**src/rtl/ringer_cadence_if.sv**
```systemverilog
// Control/status bundle between the alarm controller and the cadence ringer.
// The master drives requests and config; the slave returns buzzer and status.
interface ringer_cadence_if #(
    parameter int TONE_W  = 16,
    parameter int MS_W    = 12,
    parameter int BURST_W = 8
);
    logic              start;
    logic              stop;
    logic [TONE_W-1:0] half_period_a;
    logic [TONE_W-1:0] half_period_b;
    logic [MS_W-1:0]   on_ms;
    logic [MS_W-1:0]   off_ms;
    logic [BURST_W-1:0] bursts;
    logic              sound;
    logic              busy;
    logic              burst_active;
    logic              done;

    modport master (
        output start, stop, half_period_a, half_period_b,
        output on_ms, off_ms, bursts,
        input  sound, busy, burst_active, done
    );

    modport slave (
        input  start, stop, half_period_a, half_period_b,
        input  on_ms, off_ms, bursts,
        output sound, busy, burst_active, done
    );
endinterface

```
**src/rtl/ringer_cadence.sv**
```systemverilog
// Cadence ringer: square-wave tone gated into on/off bursts, counted or continuous.
// Optional two-tone warble within each burst is enabled by RINGER_WARBLE_EN.
module ringer_cadence #(
    parameter int CLK_FREQ  = 50000000,
    parameter int TONE_W    = 16,
    parameter int MS_W      = 12,
    parameter int BURST_W   = 8,
    parameter int WARBLE_MS = 50
) (
    input logic             clk,
    input logic             rst_n,
    ringer_cadence_if.slave bus
);
    localparam int TICKS = CLK_FREQ / 1000;
    localparam int PRE_W = (TICKS > 1) ? $clog2(TICKS) : 1;
    localparam logic [PRE_W-1:0] PRE_MAX = PRE_W'(TICKS - 1);

    typedef enum logic [1:0] {IDLE, TONE, GAP} state_e;

    state_e             state_q;
    logic [TONE_W-1:0]  hpa_q;
    logic [TONE_W-1:0]  tone_q;
    logic [MS_W-1:0]    on_q;
    logic [MS_W-1:0]    off_q;
    logic [MS_W-1:0]    ms_q;
    logic [BURST_W-1:0] bursts_q;
    logic [BURST_W-1:0] bcnt_q;
    logic [PRE_W-1:0]   pre_q;
    logic               sound_q;
    logic               busy_q;
    logic               act_q;
    logic               done_q;

    logic [TONE_W-1:0]  hp;
    logic [BURST_W-1:0] bcnt_d;
    logic               accept;
    logic               ms_tick;
    logic               tone_end;
    logic               gap_end;
    logic               last_burst;
    logic               tone_wrap;
    logic               audible;
    logic               slot_sw;

    assign accept     = (state_q == IDLE) && bus.start && !bus.stop;
    assign ms_tick    = (pre_q == PRE_MAX);
    assign tone_end   = (state_q == TONE) && ms_tick && (ms_q == on_q - MS_W'(1));
    assign gap_end    = (state_q == GAP) && ms_tick && (ms_q == off_q - MS_W'(1));
    assign last_burst = (bursts_q != '0) && (bcnt_q == bursts_q);
    assign bcnt_d     = (&bcnt_q) ? bcnt_q : bcnt_q + BURST_W'(1);
    assign audible    = (hp > TONE_W'(1));
    assign tone_wrap  = (tone_q == hp - TONE_W'(1));

`ifdef RINGER_WARBLE_EN
    localparam int WT     = WARBLE_MS * TICKS;
    localparam int SLOT_W = (WT > 1) ? $clog2(WT) : 1;

    logic [TONE_W-1:0] hpb_q;
    logic [SLOT_W-1:0] slot_q;
    logic              sel_q;

    assign hp      = sel_q ? hpb_q : hpa_q;
    assign slot_sw = (state_q == TONE) && !tone_end
                   && (slot_q == SLOT_W'(WT - 1));

    // Slot timer restarts on every tone entry, so each burst begins on tone a.
    always_ff @(posedge clk or negedge rst_n) begin
        if (!rst_n) begin
            hpb_q  <= '0;
            slot_q <= '0;
            sel_q  <= 1'b0;
        end else begin
            if (accept) hpb_q <= bus.half_period_b;
            if (state_q != TONE || tone_end) begin
                slot_q <= '0;
                sel_q  <= 1'b0;
            end else if (slot_sw) begin
                slot_q <= '0;
                sel_q  <= ~sel_q;
            end else begin
                slot_q <= slot_q + SLOT_W'(1);
            end
        end
    end
`else
    assign hp      = hpa_q;
    assign slot_sw = 1'b0;
`endif

    always_ff @(posedge clk or negedge rst_n) begin
        if (!rst_n) begin
            state_q  <= IDLE;
            hpa_q    <= '0;
            tone_q   <= '0;
            on_q     <= '0;
            off_q    <= '0;
            ms_q     <= '0;
            bursts_q <= '0;
            bcnt_q   <= '0;
            pre_q    <= '0;
            sound_q  <= 1'b0;
            busy_q   <= 1'b0;
            act_q    <= 1'b0;
            done_q   <= 1'b0;
        end else begin
            done_q <= 1'b0;
            case (state_q)
                IDLE: begin
                    if (accept) begin
                        hpa_q    <= bus.half_period_a;
                        on_q     <= bus.on_ms;
                        off_q    <= bus.off_ms;
                        bursts_q <= bus.bursts;
                        if (bus.on_ms == '0) begin
                            done_q <= 1'b1;
                        end else begin
                            state_q <= TONE;
                            bcnt_q  <= BURST_W'(1);
                            busy_q  <= 1'b1;
                            act_q   <= 1'b1;
                            tone_q  <= '0;
                            sound_q <= 1'b0;
                            pre_q   <= '0;
                            ms_q    <= '0;
                        end
                    end
                end
                default: begin
                    if (bus.stop) begin
                        state_q <= IDLE;
                        busy_q  <= 1'b0;
                        act_q   <= 1'b0;
                        sound_q <= 1'b0;
                        tone_q  <= '0;
                        pre_q   <= '0;
                        ms_q    <= '0;
                        bcnt_q  <= '0;
                    end else begin
                        pre_q <= ms_tick ? '0 : pre_q + PRE_W'(1);
                        ms_q  <= ms_tick ? ms_q + MS_W'(1) : ms_q;
                        if (state_q == TONE) begin
                            if (slot_sw) begin
                                tone_q <= '0;
                            end else if (tone_wrap) begin
                                tone_q  <= '0;
                                sound_q <= audible & ~sound_q;
                            end else begin
                                tone_q <= tone_q + TONE_W'(1);
                            end
                            if (!audible) sound_q <= 1'b0;
                        end
                        // Back-to-back bursts keep the tone phase running.
                        if (tone_end) begin
                            pre_q <= '0;
                            ms_q  <= '0;
                            if (last_burst) begin
                                state_q <= IDLE;
                                done_q  <= 1'b1;
                                busy_q  <= 1'b0;
                                act_q   <= 1'b0;
                                sound_q <= 1'b0;
                                tone_q  <= '0;
                                bcnt_q  <= '0;
                            end else if (off_q == '0) begin
                                bcnt_q <= bcnt_d;
                            end else begin
                                state_q <= GAP;
                                act_q   <= 1'b0;
                                sound_q <= 1'b0;
                                tone_q  <= '0;
                            end
                        end
                        if (gap_end) begin
                            state_q <= TONE;
                            bcnt_q  <= bcnt_d;
                            act_q   <= 1'b1;
                            sound_q <= 1'b0;
                            tone_q  <= '0;
                            pre_q   <= '0;
                            ms_q    <= '0;
                        end
                    end
                end
            endcase
        end
    end

    assign bus.sound        = sound_q;
    assign bus.busy         = busy_q;
    assign bus.burst_active = act_q;
    assign bus.done         = done_q;
endmodule
```
**src/flat_wrapper.sv**
```systemverilog
// flat-port wrapper written by rule: the top's interface ports become plain ports
module ringer_cadence_flat 
#(
    parameter int CLK_FREQ  = 50000000,
    parameter int TONE_W    = 16,
    parameter int MS_W      = 12,
    parameter int BURST_W   = 8,
    parameter int WARBLE_MS = 50
)
  (clk, rst_n, bus_start, bus_stop, bus_half_period_a, bus_half_period_b, bus_on_ms, bus_off_ms, bus_bursts, bus_sound, bus_busy, bus_burst_active, bus_done);
  ringer_cadence_if #(.TONE_W(TONE_W), .MS_W(MS_W), .BURST_W(BURST_W)) bus_i ();
  input logic clk;
  input logic rst_n;
  input wire logic [$bits(bus_i.start)-1:0] bus_start;
  input wire logic [$bits(bus_i.stop)-1:0] bus_stop;
  input wire logic [$bits(bus_i.half_period_a)-1:0] bus_half_period_a;
  input wire logic [$bits(bus_i.half_period_b)-1:0] bus_half_period_b;
  input wire logic [$bits(bus_i.on_ms)-1:0] bus_on_ms;
  input wire logic [$bits(bus_i.off_ms)-1:0] bus_off_ms;
  input wire logic [$bits(bus_i.bursts)-1:0] bus_bursts;
  output wire logic [$bits(bus_i.sound)-1:0] bus_sound;
  output wire logic [$bits(bus_i.busy)-1:0] bus_busy;
  output wire logic [$bits(bus_i.burst_active)-1:0] bus_burst_active;
  output wire logic [$bits(bus_i.done)-1:0] bus_done;
  assign bus_i.start = bus_start;
  assign bus_i.stop = bus_stop;
  assign bus_i.half_period_a = bus_half_period_a;
  assign bus_i.half_period_b = bus_half_period_b;
  assign bus_i.on_ms = bus_on_ms;
  assign bus_i.off_ms = bus_off_ms;
  assign bus_i.bursts = bus_bursts;
  assign bus_sound = bus_i.sound;
  assign bus_busy = bus_i.busy;
  assign bus_burst_active = bus_i.burst_active;
  assign bus_done = bus_i.done;
  ringer_cadence #(.CLK_FREQ(CLK_FREQ), .TONE_W(TONE_W), .MS_W(MS_W), .BURST_W(BURST_W), .WARBLE_MS(WARBLE_MS)) u_core (.clk(clk), .rst_n(rst_n), .bus(bus_i));
endmodule
```
**config.mk**
```make
export PLATFORM = sky130hd
export DESIGN_NAME = ringer_cadence_flat
export DESIGN_NICKNAME = d
export VERILOG_FILES = /design/src/rtl/ringer_cadence_if.sv /design/src/rtl/ringer_cadence.sv /design/src/flat_wrapper.sv
export SDC_FILE = /design/constraint.sdc
export NUM_CORES = 1
export LEC_CHECK = 0
export BUFFER_PORTS_ARGS = -buffer_cell sky130_fd_sc_hd__buf_2
export CORE_MARGIN = 2
export CORE_UTILIZATION = 50
export DETAILED_ROUTE_END_ITERATION = 6
export MAX_ROUTING_LAYER = met4
export PLACE_DENSITY_LB_ADDON = 0.08
export SLEW_MARGIN = 10
export SYNTH_ARGS = -nofsm -noshare
export SYNTH_HDL_FRONTEND = slang
export SYNTH_SLANG_ARGS = --single-unit
```
**constraint.sdc**
```tcl
create_clock -name clk -period 3.6 [get_ports clk]
set_input_delay 0.72 -clock clk [delete_from_list [all_inputs] [get_ports clk]]
set_output_delay 0.72 -clock clk [all_outputs]
set_load 0.02 [all_outputs]
```
# After elaboration in Yosys (flattened, before gate mapping)
# Cells that the tools add are included.
# Widths: inputs -> output; s select.
dict set report totals {
  reg_bits 106
}
dict set report op_classes {
  n_addsub 7
  n_lt_le_gt_ge 1
  eq_ne 10
  muxes 68
  n_bitwise 2
  reduce_logical 24
}
# op n
set op_table {}
lappend op_table {{$mux 16} 15}
lappend op_table {{$mux 12} 7}
lappend op_table {{$mux 8} 9}
lappend op_table {{$add 16x1->16 const B} 2}
lappend op_table {{$mux 1} 29}
lappend op_table {{$eq 12x12->1} 2}
lappend op_table {{$logic_not 12->1} 2}
lappend op_table {{$sub 12x1->12 const B} 2}
lappend op_table {{$eq 16x16->1} 1}
lappend op_table {{$eq 16x16->1 const B} 1}
lappend op_table {{$gt 16x1->1 const B} 1}
lappend op_table {{$mux 2} 8}
lappend op_table {{$sub 16x1->16 const B} 1}
lappend op_table {{$add 12x1->12 const B} 1}
lappend op_table {{$reduce_and 4->1} 3}
lappend op_table {{$reduce_bool 5->1} 2}
lappend op_table {{$add 8x1->8 const B} 1}
lappend op_table {{$eq 8x8->1} 1}
lappend op_table {{$reduce_and 8->1} 1}
lappend op_table {{$reduce_bool 8->1} 1}
lappend op_table {{$logic_and 1x1->1} 7}
lappend op_table {{$reduce_bool 3->1} 2}
lappend op_table {{$ne 5x2->1 const B} 1}
lappend op_table {{$reduce_and 2->1} 2}
lappend op_table {{other kinds (10)} 10}

# Depth between registers and ports, before layout
# Gate-level depths: netlist of run 1.
dict set report depth {
  ltp_word 11
  depth_mapped 13
  depth_no_buf 10
}

# Worst setup path before layout of run 1
# Ideal clock, no wire load.
dict set report synth_path {
  path_kind {register to register}
  start {reg u_core.hpa_q[0] (netlist: u_core.hp[0])}
  end {reg u_core.tone_q[11]}
  setup_ps 119
  t_arrival_ps 2969
  required_ps 3481
  path_slack_ps 512
  path_stages_with_launch 14
  n_path_buf 3
  synth_period_minus_slack_ps 3088
  cell_sequence {dfrtp_1 inv_1 ha_1 buf_2 or3b_2 nor3_1 o211ai_1 o41a_1 or3_1 or4_1 buf_2 a21oi_4 buf_6 nor2_1}
}
dict set report synth_between {
  elab_chain_len 10
}
# item line_no
set synth_lines {}
lappend synth_lines {{from (decl)} ringer_cadence.sv:21} ;# logic [TONE_W-1:0] hpa_q;
lappend synth_lines {{from (signal assigned)} ringer_cadence.sv:110} ;# hpa_q <= bus.half_period_a;
lappend synth_lines {{$sub 16x1->16 (*)} ringer_cadence.sv:52} ;# assign tone_wrap = (tone_q == hp - TONE_W'(1));
lappend synth_lines {{$eq 16x16->1 (*)} ringer_cadence.sv:52}
lappend synth_lines {{$mux 16 (*)} ringer_cadence.sv:144} ;# end else if (tone_wrap) begin
lappend synth_lines {{$mux 16 (*)} ringer_cadence.sv:141} ;# if (state_q == TONE) begin
lappend synth_lines {{$mux 16} ringer_cadence.sv:164} ;# end else if (off_q == '0) begin
lappend synth_lines {{$mux 16} ringer_cadence.sv:156} ;# if (last_burst) begin
lappend synth_lines {{$mux 16 (*)} ringer_cadence.sv:153} ;# if (tone_end) begin
lappend synth_lines {{$mux 16 (*)} ringer_cadence.sv:173} ;# if (gap_end) begin
lappend synth_lines {{$mux 16 (*)} ringer_cadence.sv:129} ;# if (bus.stop) begin
lappend synth_lines {{$mux 16 (*)} ringer_cadence.sv:107} ;# case (state_q)
lappend synth_lines {{to (signal assigned)} ringer_cadence.sv:148} ;# tone_q <= tone_q + TONE_W'(1);
lappend synth_lines {{to (decl)} ringer_cadence.sv:22} ;# logic [TONE_W-1:0] tone_q;
# Mark *: on every way between the ends. The rest lies on a longest branch, timed or not.
# A chain may end at the register's enable or synchronous reset.

# Worst setup path in the final report of run 1
dict set report layout_path {
  start {reg u_core.hpa_q[1] (netlist: u_core.hp[1])}
  end {reg u_core.tone_q[12]}
}
# The elaborated chain is that of the path after synthesis.

==> results.toml, run 1 <==
[layout]
fin_util_pct = 57.40
drive_above_1_share_pct = 19.00
area_delta_synth_final_pct = 12.16
final_cell_count_no_fill = 914
area_of_combinational_cells_with_multiple_inputs_um2 = 3615
final.fill_count = 1140
final_nets = 814
sequential_cell_area_um2 = 2628
insertedDiodeCount = 0

[timing]
tns_ns = 0
tightest_slew_ns = 0.8924
timing.final.ws_setup_ns = 0.2157
setup_viol = 0
final_number_of_max_transition_violations = 0
post-route-period-util_pct = 94.01
finalHoldViolations = 0
clock.fmax_ghz = 0.2955
timing.max_slew.rel_slack_pct = 40.11
rsz_0062_raised_after_global_routing = "no"
clock_skew_ns = 0.007556
min_period_ns = 3.384

[global_route]
grt_util_all_layers_pct = 24.18
grt.overflow.total = 0
antenna_found_initial = 0
grt_max_degree = 62
grt_pass1_vias = 5380
grt_pass1_wl_um = 26610

[clock_network]
clockRootBuffer = "clkbuf_16"
numCtsBuffers = 9
post_cts_resize_count = 0
h-tree-depth = 3
tritoncts_clock_tree = "yes"
clk_transition_reported_paths_ns = 0.07
cts_num_sinks = 105
cts_setup_buffers = 0
clock_insertion_delay_worst_skew_ns = 0.35
deepest_clock_path_buffer_count = 2
hold_buffers = 0

[drt]
drt_first_pass_iters = 5
ant_nets = 0
vias = 5342
number_of_drc_violations_after_detailed_routing = 0
detail_route.vias_per_cell = 5.845
detail_route.wirelength_um = 15510
detail_route.iter0.violations = 383
avgRoutedWirePerCell_um = 16.97

[setup_path]
cp_cell_sequence = "inv_1 -> ha_1 -> or3b_2 -> nor3_1 -> o211ai_1 -> o41a_1 -> or3_1 -> or4_1 -> a21oi_4 -> nor2_1"
reg2reg_start = "u_core.hp[1]$_DFFE_PN0P_"
worst_setup_path_start_kind = "flop"
cpLargestDelayFamily = "simple AND/OR/NAND/NOR gates"
end_kind = "flop"
worstPathRequired_ns = 3.82
worst-r2r-setup-slack_ns = 0.22
worst_r2r_path_depth = 10
path_buf_inv = 1
cp_slowest_stage_delay_ns = 0.50
arrival_ns = 3.61
timing.setup.critical_path_class = "reg -> reg"
critical_path.reg2reg.endpoint = "u_core.tone_q[12]$_DFFE_PN0P_"
cp_slowest_cell = "or3b_2"
worstPathMaxFanout = 14

[place]
post-place-cells = 898
placement.io_buffers = 55
preCtsSetupSlack_ns = 0.1829
gp_routability_congestion = 0.8900
hpwlAfterDp_um = 11280

[synthesis]
syn-num-nets = 761
postSynth.asyncResetShare_pct = 100.0
most_frequent_cell_after_synthesis = "dfrtp_1"
synth_edf_count = 0
synth_warnings = 0
synth_top_flop_cell = "dfrtp_1"
synth.cells.most_frequent = "105 x dfrtp_1, 72 x nor2_1, 59 x nand2_1"
yosys.area.top_type_share_pct = 40.85
seq_area_frac_synth_pct = 40.85
synth-adder-area-share_pct = 1.751
syn_area_per_cell_um2 = 9.404
main_combinational_cell_family_by_area_after_synthesis = "simple AND/OR/NAND/NOR gates"
yosys.area_share.xor_xnor_pct = 11.71
yosys-mux-area-fraction_pct = 7.255
synth_simple_gate_area_share_pct = 24.04
synth_compound_gate_area_share_pct = 11.26
synth_area_um2 = 6432
synth_largest_area_cell = "dfrtp_1"
netlist_instances = 684
netlist_top_cells_area = "dfrtp_1 41%, xor2_1 7.8%, mux2_2 6.5%, nor2_1 4.2%, xnor2_1 3.9%"
synth_cell_type_count = 69
postSynthRegisterBits = 105

[floorplan]
boundaryPins = 72
start_util_pct = 51.18
core-area_um2 = 12570
fp.dieArea_um2 = 13790
dieHeight_um = 117.4
chipWidth_um = 117.4
placement_rows = 41

[power_and_ir_drop]
power_density_nw_per_um2 = 682.0
cellLeakagePower_nw = 3.053
clock_power_share_pct = 19.5
internal-power_mw = 2.917
sw_share_pct = 40.72
vdd_ir_drop_max_mv = 0.5497
seq_power_share_pct = 40.1
comb_power_share_pct = 40.4
switching_power_of_the_nets_mw = 2.004

[run_status]
outcome = "finished, final reports clean"

[run]
timing.max_cap.violations = 0

[hold_path]
hp-class = "in -> async"
==> kinds of logic (layout without fill, tap and decap cells) <==
| kind of cell | count (synthesis) | after routing |
|---|---|---|
| and+or+nand+nor | 293 | 293 |
| DFF | 105 | 105 |
| AOI/OAI and AO/OA | 102 | 102 |
| muxes | 42 | 42 |
| buffers and inverters | 47 | 105 |
| xor gates and xnor gates | 86 | 86 |
| adders and majority gates | 9 | 9 |
==> routing by layer <==
metal  share of wire [%]  vias up  routed length (um)  track usage (%)
met5                   0        -                   0                -
met4                 2.2        0                 347            7.304
met3                 4.2       24                 646            4.475
met2                  48      136                7403            38.38
met1                  46     2616                7113            31.72
li1                    -     2566                   -                -
==> stage by stage <==
step                      power, mW  instance area, um^2  hold slack [ns]
after floorplan               3.371                 6432           0.4244
after global placement        3.863                 6925           0.4912
after detailed placement      3.934                 6925           0.4856
after CTS                     4.921                 7208           0.4693
after global routing          5.265                 7214           0.5195
final                         4.920                 7214           0.4446
==> cell type report <==
cell class / count / area share [%]
inverter: 19 / 0.9886
timing repair buffer: 70 / 5.584
clock buffer: 12 / 3.555
tap: 172 / 2.983
clock inverter: 4 / 0.3642
multi-input combinational: 532 / 50.10
sequential: 105 / 36.42
==> power groups by stage <==
stage	logic (mW)	registers [mW]	clock network, mW
final	1.99	1.97	0.958
after global routing	2.21	2.03	1.03
after CTS	1.98	1.96	0.983
after detailed placement	1.96	1.98	0
after global placement	1.90	1.96	0
after floorplan	1.55	1.82	0
==> layout by cell type (no fill, tap or decap), types with 7 or more instances in the layout <==
cell type / count
dfrtp_1: 105
nor2_1: 72
nand2_1: 59
xor2_1: 57
buf_2: 54
mux2_2: 37
nand3_1: 29
xnor2_1: 29
nand4_1: 24
o21ai_0: 22
inv_1: 19
nor3_1: 16
and3_1: 16
buf_4: 15
a21oi_1: 14
nor4_1: 13
nor4b_1: 9
ha_1: 9
clkbuf_16: 9
o211ai_1: 8
o31ai_1: 7
==> registers in the layout, summed over array words and instances, names as in the netlist <==
register,count
u_core.bcnt_q,8
u_core.bursts_q,8
u_core.bus.busy,1
u_core.bus.done,1
u_core.bus.sound,1
u_core.hp,16
u_core.ms_q,12
u_core.off_q,12
u_core.on_q,12
u_core.pre_q,16
u_core.state_q,2
u_core.tone_q,16
==> worst max-delay path by stage <==
stage	from	end	slack, ns	depth (start not counted)
floorplan	u_core.hp[0]$_DFFE_PN0P_	u_core.tone_q[11]$_DFFE_PN0P_	0.51	13
global placement	u_core.hp[1]$_DFFE_PN0P_	u_core.tone_q[10]$_DFFE_PN0P_	0.25	9
detailed placement	u_core.hp[1]$_DFFE_PN0P_	u_core.tone_q[12]$_DFFE_PN0P_	0.18	9
CTS	u_core.hp[1]$_DFFE_PN0P_	u_core.tone_q[12]$_DFFE_PN0P_	0.15	9
global route	u_core.hp[1]$_DFFE_PN0P_	u_core.tone_q[2]$_DFFE_PN0P_	0.002	10
finish	u_core.hp[1]$_DFFE_PN0P_	u_core.tone_q[12]$_DFFE_PN0P_	0.22	10
Power figures use the tool's default switching activity.
==> run 2: changes to the inputs <==
CORE_UTILIZATION = 49   (was 50)
==> results.toml, run 2 (synthesized netlist as in run 1, its figures left out) <==
[timing]
setup_viol = 0
timing.max_slew.rel_slack_pct = 59.41
clock.fmax_ghz = 0.3000
final_number_of_max_transition_violations = 0
finalHoldViolations = 0
rsz_0062_raised_after_global_routing = "no"
tightest_slew_ns = 0.6042
timing.final.ws_setup_ns = 0.2668
min_period_ns = 3.333
clock_skew_ns = 0.01261
post-route-period-util_pct = 92.59
tns_ns = 0

[drt]
detail_route.iter0.violations = 337
detail_route.vias_per_cell = 5.887
ant_nets = 0
vias = 5387
detail_route.wirelength_um = 15530
drt_first_pass_iters = 5
avgRoutedWirePerCell_um = 16.97
number_of_drc_violations_after_detailed_routing = 0

[run_status]
outcome = "finished, final reports clean"

[setup_path]
cp_slowest_cell = "or3b_2"
worstPathRequired_ns = 3.85
reg2reg_start = "u_core.hp[1]$_DFFE_PN0P_"
cp_cell_sequence = "inv_1 -> ha_1 -> or3b_2 -> nor3_1 -> o211ai_1 -> o41a_1 -> or3_1 -> or4_1 -> buf_4 -> a41oi_1 -> nor2_1"
worstPathMaxFanout = 8
worst_setup_path_startpoint = "u_core.hp[1]$_DFFE_PN0P_"
cp_slowest_stage_delay_ns = 0.50
timing.setup.critical_path_class = "reg -> reg"
worst_setup_path_start_kind = "flop"
end_kind = "flop"
arrival_ns = 3.58

[layout]
final.fill_count = 1173
area_delta_synth_final_pct = 13.25
drive_above_1_share_pct = 19.25
mostFrequentLayoutCell = "dfrtp_1"
final_nets = 816
finalInstanceArea_um2 = 7284
insertedDiodeCount = 0
layout_common_cells = "105 x dfrtp_1, 72 x nor2_1, 59 x nand2_1"
final_cell_count_no_fill = 915

[global_route]
grt_util_all_layers_pct = 23.87
grt_pass1_vias = 5427
grt_max_degree = 47
grt.overflow.total = 0
antenna_found_initial = 0
grt_pass1_wl_um = 26430

[floorplan]
core-area_um2 = 12720
boundaryPins = 72
dieHeight_um = 118.6
chipWidth_um = 118.6
fp.dieArea_um2 = 14060
start_util_pct = 50.56
placement_rows = 41

[clock_network]
clock_insertion_delay_worst_skew_ns = 0.36
cts_num_sinks = 105
numCtsBuffers = 9
tritoncts_clock_tree = "yes"
h-tree-depth = 3
clockRootBuffer = "clkbuf_16"
clk_transition_reported_paths_ns = 0.08
deepest_clock_path_buffer_count = 2
hold_buffers = 0

[place]
postPlaceCellArea_um2 = 6933
post-place-cells = 899
placement.io_buffers = 55
preCtsSetupSlack_ns = 0.1907
hpwlAfterDp_um = 11410
gp_routability_congestion = 0.8730

[hold_path]
hp-class = "in -> async"

[run]
timing.max_cap.violations = 0

[power_and_ir_drop]
cellLeakagePower_nw = 3.088
vdd_ir_drop_max_mv = 0.4447
power_density_nw_per_um2 = 693.3
p_total_mw = 5.051
[run 2: cell count changes in the layout (fill, tap and decap cells not counted), sizes merged]
cell,previous run,this run
buf,70,72
bufinv,0,2
clkinvlp,1,0
clkbuf,12,10
[run 2: path summary, 6_finish.rpt]
| kind | to | slack, ns | cells past startpoint |
|---|---|---|---|
| setup / recovery | u_core.tone_q[7]$_DFFE_PN0P_ | 0.27 | 11 |
| setup reg to reg | u_core.tone_q[7]$_DFFE_PN0P_ | 0.27 | 11 |
| min in group clk | u_core.bus.busy$_DFFE_PN0P_ | 0.53 | 1 |
| hold / removal | u_core.hp[13]$_DFFE_PN0P_ | 0.37 | 1 |
| max in group asynchronous | u_core.pre_q[5]$_DFFE_PN0P_ | 2.47 | 2 |
| hold reg to reg | u_core.bus.busy$_DFFE_PN0P_ | 0.53 | 1 |
[run 2: critical path: cells and delay by family (launching register included)]
family          cells  cell delay (ns)
fa+ha+maj           1             0.31
buf+inv             2             0.31
simple gates        5             1.69
compound gates      3             0.47
flops               1             0.43
[run 2: area by class of cell]
class	instances	area, um^2	share of cell area [%]
well taps	172	215.2	2.954
clock buffers	10	239.0	3.281
flip-flops and latches	105	2628	36.07
multi-input cells	532	3622	49.73
repair buffers	72	430.4	5.909
inverters	19	71.32	0.9790
clock inverters	5	78.83	1.082
[run 2: report_power, final]
part           leakage, nW  switching, mW  internal (mW)  total [mW]
clock network        0.159          0.445          0.625        1.07
logic                 1.57           1.08          0.930        2.01
registers             1.36          0.471           1.50        1.97
total                 3.09           1.99           3.06        5.05
[run 2: layer usage]
| layer | global-route usage [%] | up-vias | share of wire (%) |
|---|---|---|---|
| met5 | - | - | 0 |
| met3 | 4.923 | 22 | 3.6 |
| met4 | 7.589 | 0 | 1.8 |
| met2 | 38.90 | 132 | 49 |
| met1 | 29.83 | 2644 | 46 |
| li1 | - | 2589 | - |
[run 2: what timing repair did]
| action | 4_1_cts | 5_1_grt |
|---|---|---|
| setup endpoints to repair | 0 | 15 |
| setup buffers | 0 | 1 |
| gates resized for setup | 0 | 2 |
[run 2: through the flow]
step                      hold WS, ns  util (%)
final                          0.3700     57.26
after global routing           0.4199     57.26
after CTS                      0.3820     56.99
after detailed placement       0.5228     54.49
after global placement         0.5048     54.49
after floorplan                0.4244         -
==> run 3: changes to the inputs <==
CTS_BUF_LIST = sky130_fd_sc_hd__clkbuf_8 sky130_fd_sc_hd__clkbuf_16   (was not set)
clock period = 3.5 ns   (was 3.6 ns; I/O delays follow)
==> results.toml, run 3 (synthesized netlist as in run 1, its figures left out) <==
[power_and_ir_drop]
comb_power_share_pct = 41.4
internal-power_mw = 3.067
sw_share_pct = 39.98
cellLeakagePower_nw = 3.095
switching_power_of_the_nets_mw = 2.043
power_density_nw_per_um2 = 703.0
clock_power_share_pct = 19.3
p_total_mw = 5.111
seq_power_share_pct = 39.3
vdd_ir_drop_max_mv = 0.3491

[drt]
avgRoutedWirePerCell_um = 16.69
drt_first_pass_iters = 4
detail_route.iter0.violations = 402
detail_route.wirelength_um = 15350
number_of_drc_violations_after_detailed_routing = 0
ant_nets = 0
vias = 5286
detail_route.vias_per_cell = 5.746

[setup_path]
worst_setup_path_start_kind = "flop"
worst_r2r_path_depth = 10
end_kind = "flop"
reg2reg_start = "u_core.hp[1]$_DFFE_PN0P_"
cp_slowest_stage_delay_ns = 0.50
cp_slowest_cell = "or4_1"
worst-r2r-setup-slack_ns = 0.28
arrival_ns = 3.47
timing.setup.critical_path_class = "reg -> reg"
worstPathRequired_ns = 3.75
cp_cell_sequence = "inv_1 -> ha_1 -> nor3b_2 -> a21boi_0 -> o41a_1 -> or3_1 -> or4_1 -> buf_4 -> a41oi_1 -> nor2_1"
path_buf_inv = 2
critical_path.reg2reg.endpoint = "u_core.tone_q[7]$_DFFE_PN0P_"
worstPathMaxFanout = 6
cpLargestDelayFamily = "simple AND/OR/NAND/NOR gates"

[clock_network]
h-tree-depth = 3
post_cts_resize_count = 0
deepest_clock_path_buffer_count = 2
cts_num_sinks = 105
numCtsBuffers = 9
tritoncts_clock_tree = "yes"
clk_transition_reported_paths_ns = 0.07
clock_insertion_delay_worst_skew_ns = 0.36
clockRootBuffer = "clkbuf_16"

[layout]
finalInstanceArea_um2 = 7269
area_delta_synth_final_pct = 13.01
layout_common_cells = "105 x dfrtp_1, 72 x nor2_1, 59 x nand2_1"
sequential_cell_area_um2 = 2628
mostFrequentLayoutCell = "dfrtp_1"
final_nets = 821
final.fill_count = 1173
final_cell_count_no_fill = 920
area_of_combinational_cells_with_multiple_inputs_um2 = 3608
fin_util_pct = 57.14
drive_above_1_share_pct = 19.39
insertedDiodeCount = 0

[global_route]
grt.overflow.total = 0
grt_pass1_vias = 5395
grt_pass1_wl_um = 27170
grt_max_degree = 61
grt_util_all_layers_pct = 24.30
antenna_found_initial = 0

[place]
hpwlAfterDp_um = 11550
postPlaceCellArea_um2 = 6983
post-place-cells = 904
gp_routability_congestion = 0.8905
placement.io_buffers = 55
preCtsSetupSlack_ns = 0.2162

[floorplan]
chipWidth_um = 118.6
placement_rows = 41
fp.dieArea_um2 = 14060
start_util_pct = 50.56
boundaryPins = 72
core-area_um2 = 12720
dieHeight_um = 118.6

[hold_path]
hp-class = "in -> async"

[timing]
rsz_0062_raised_after_global_routing = "no"
clock_skew_ns = 0.01208
post-route-period-util_pct = 92.09
tns_ns = 0
timing.max_slew.rel_slack_pct = 56.16
setup_viol = 0
final_number_of_max_transition_violations = 0
min_period_ns = 3.223
finalHoldViolations = 0
clock.fmax_ghz = 0.3103
finalHoldWorstSlack_ns = 0.3483
tightest_slew_ns = 0.6525
timing.final.ws_setup_ns = 0.2769

[run_status]
outcome = "finished, final reports clean"

[run]
timing.max_cap.violations = 0
## run 3: cell count changes in the layout (fill, tap and decap cells not counted)
cell        previous run  this run
o21ai_4                1         0
bufinv_16              2         1
inv_6                  1         0
clkinv_2               2         1
nor3b_4                1         0
buf_4                 16        21
nor3b_2                0         1
inv_1                 19        22
clkbuf_8               1         0
clkinvlp_4             0         1
o21ai_2                0         1
## run 3: how the worst max path moves through the flow
stage	from	to	cells after the start
after floorplan	u_core.hp[0]$_DFFE_PN0P_	u_core.tone_q[11]$_DFFE_PN0P_	13
after detailed placement	u_core.on_q[0]$_DFFE_PN0P_	u_core.ms_q[9]$_DFFE_PN0P_	12
final	u_core.hp[1]$_DFFE_PN0P_	u_core.tone_q[7]$_DFFE_PN0P_	10
after CTS	u_core.on_q[0]$_DFFE_PN0P_	u_core.ms_q[9]$_DFFE_PN0P_	12
after global placement	u_core.hp[1]$_DFFE_PN0P_	u_core.tone_q[7]$_DFFE_PN0P_	10
after global routing	u_core.hp[0]$_DFFE_PN0P_	u_core.tone_q[7]$_DFFE_PN0P_	10
## run 3: per-layer routing
metal  up-vias  global-route usage [%]  share of wire (%)
met5         -                       -                  0
met1      2571                   31.69                 47
li1       2586                       -                  -
met4         0                   7.664                1.7
met2       109                   38.25                 48
met3        20                   4.778                4.0
## run 3: what timing repair did
item,4_1_cts,5_1_grt
hold endpoints to repair,0,0
endpoints found under the setup margin,0,9
hold buffers,0,0
buffers inserted,0,1
## run 3: power groups by stage
stage | Combinational [mW] | Clock (mW) | Sequential (mW)
detailed placement | 2.09 | 0 | 2.03
finish | 2.11 | 0.986 | 2.01
global placement | 2.03 | 0 | 2.02
floorplan | 1.60 | 0 | 1.87
CTS | 2.11 | 1.01 | 2.01
global route | 2.37 | 1.07 | 2.07
## run 3: area by class of cell
| class | count | area share, % |
|---|---|---|
| multi-input cells | 532 | 49.64 |
| flip-flops and latches | 105 | 36.14 |
| repair buffers | 77 | 6.437 |
| clock buffers | 9 | 3.098 |
| well taps | 172 | 2.960 |
| inverters | 19 | 0.9811 |
| clock inverters | 6 | 0.7401 |
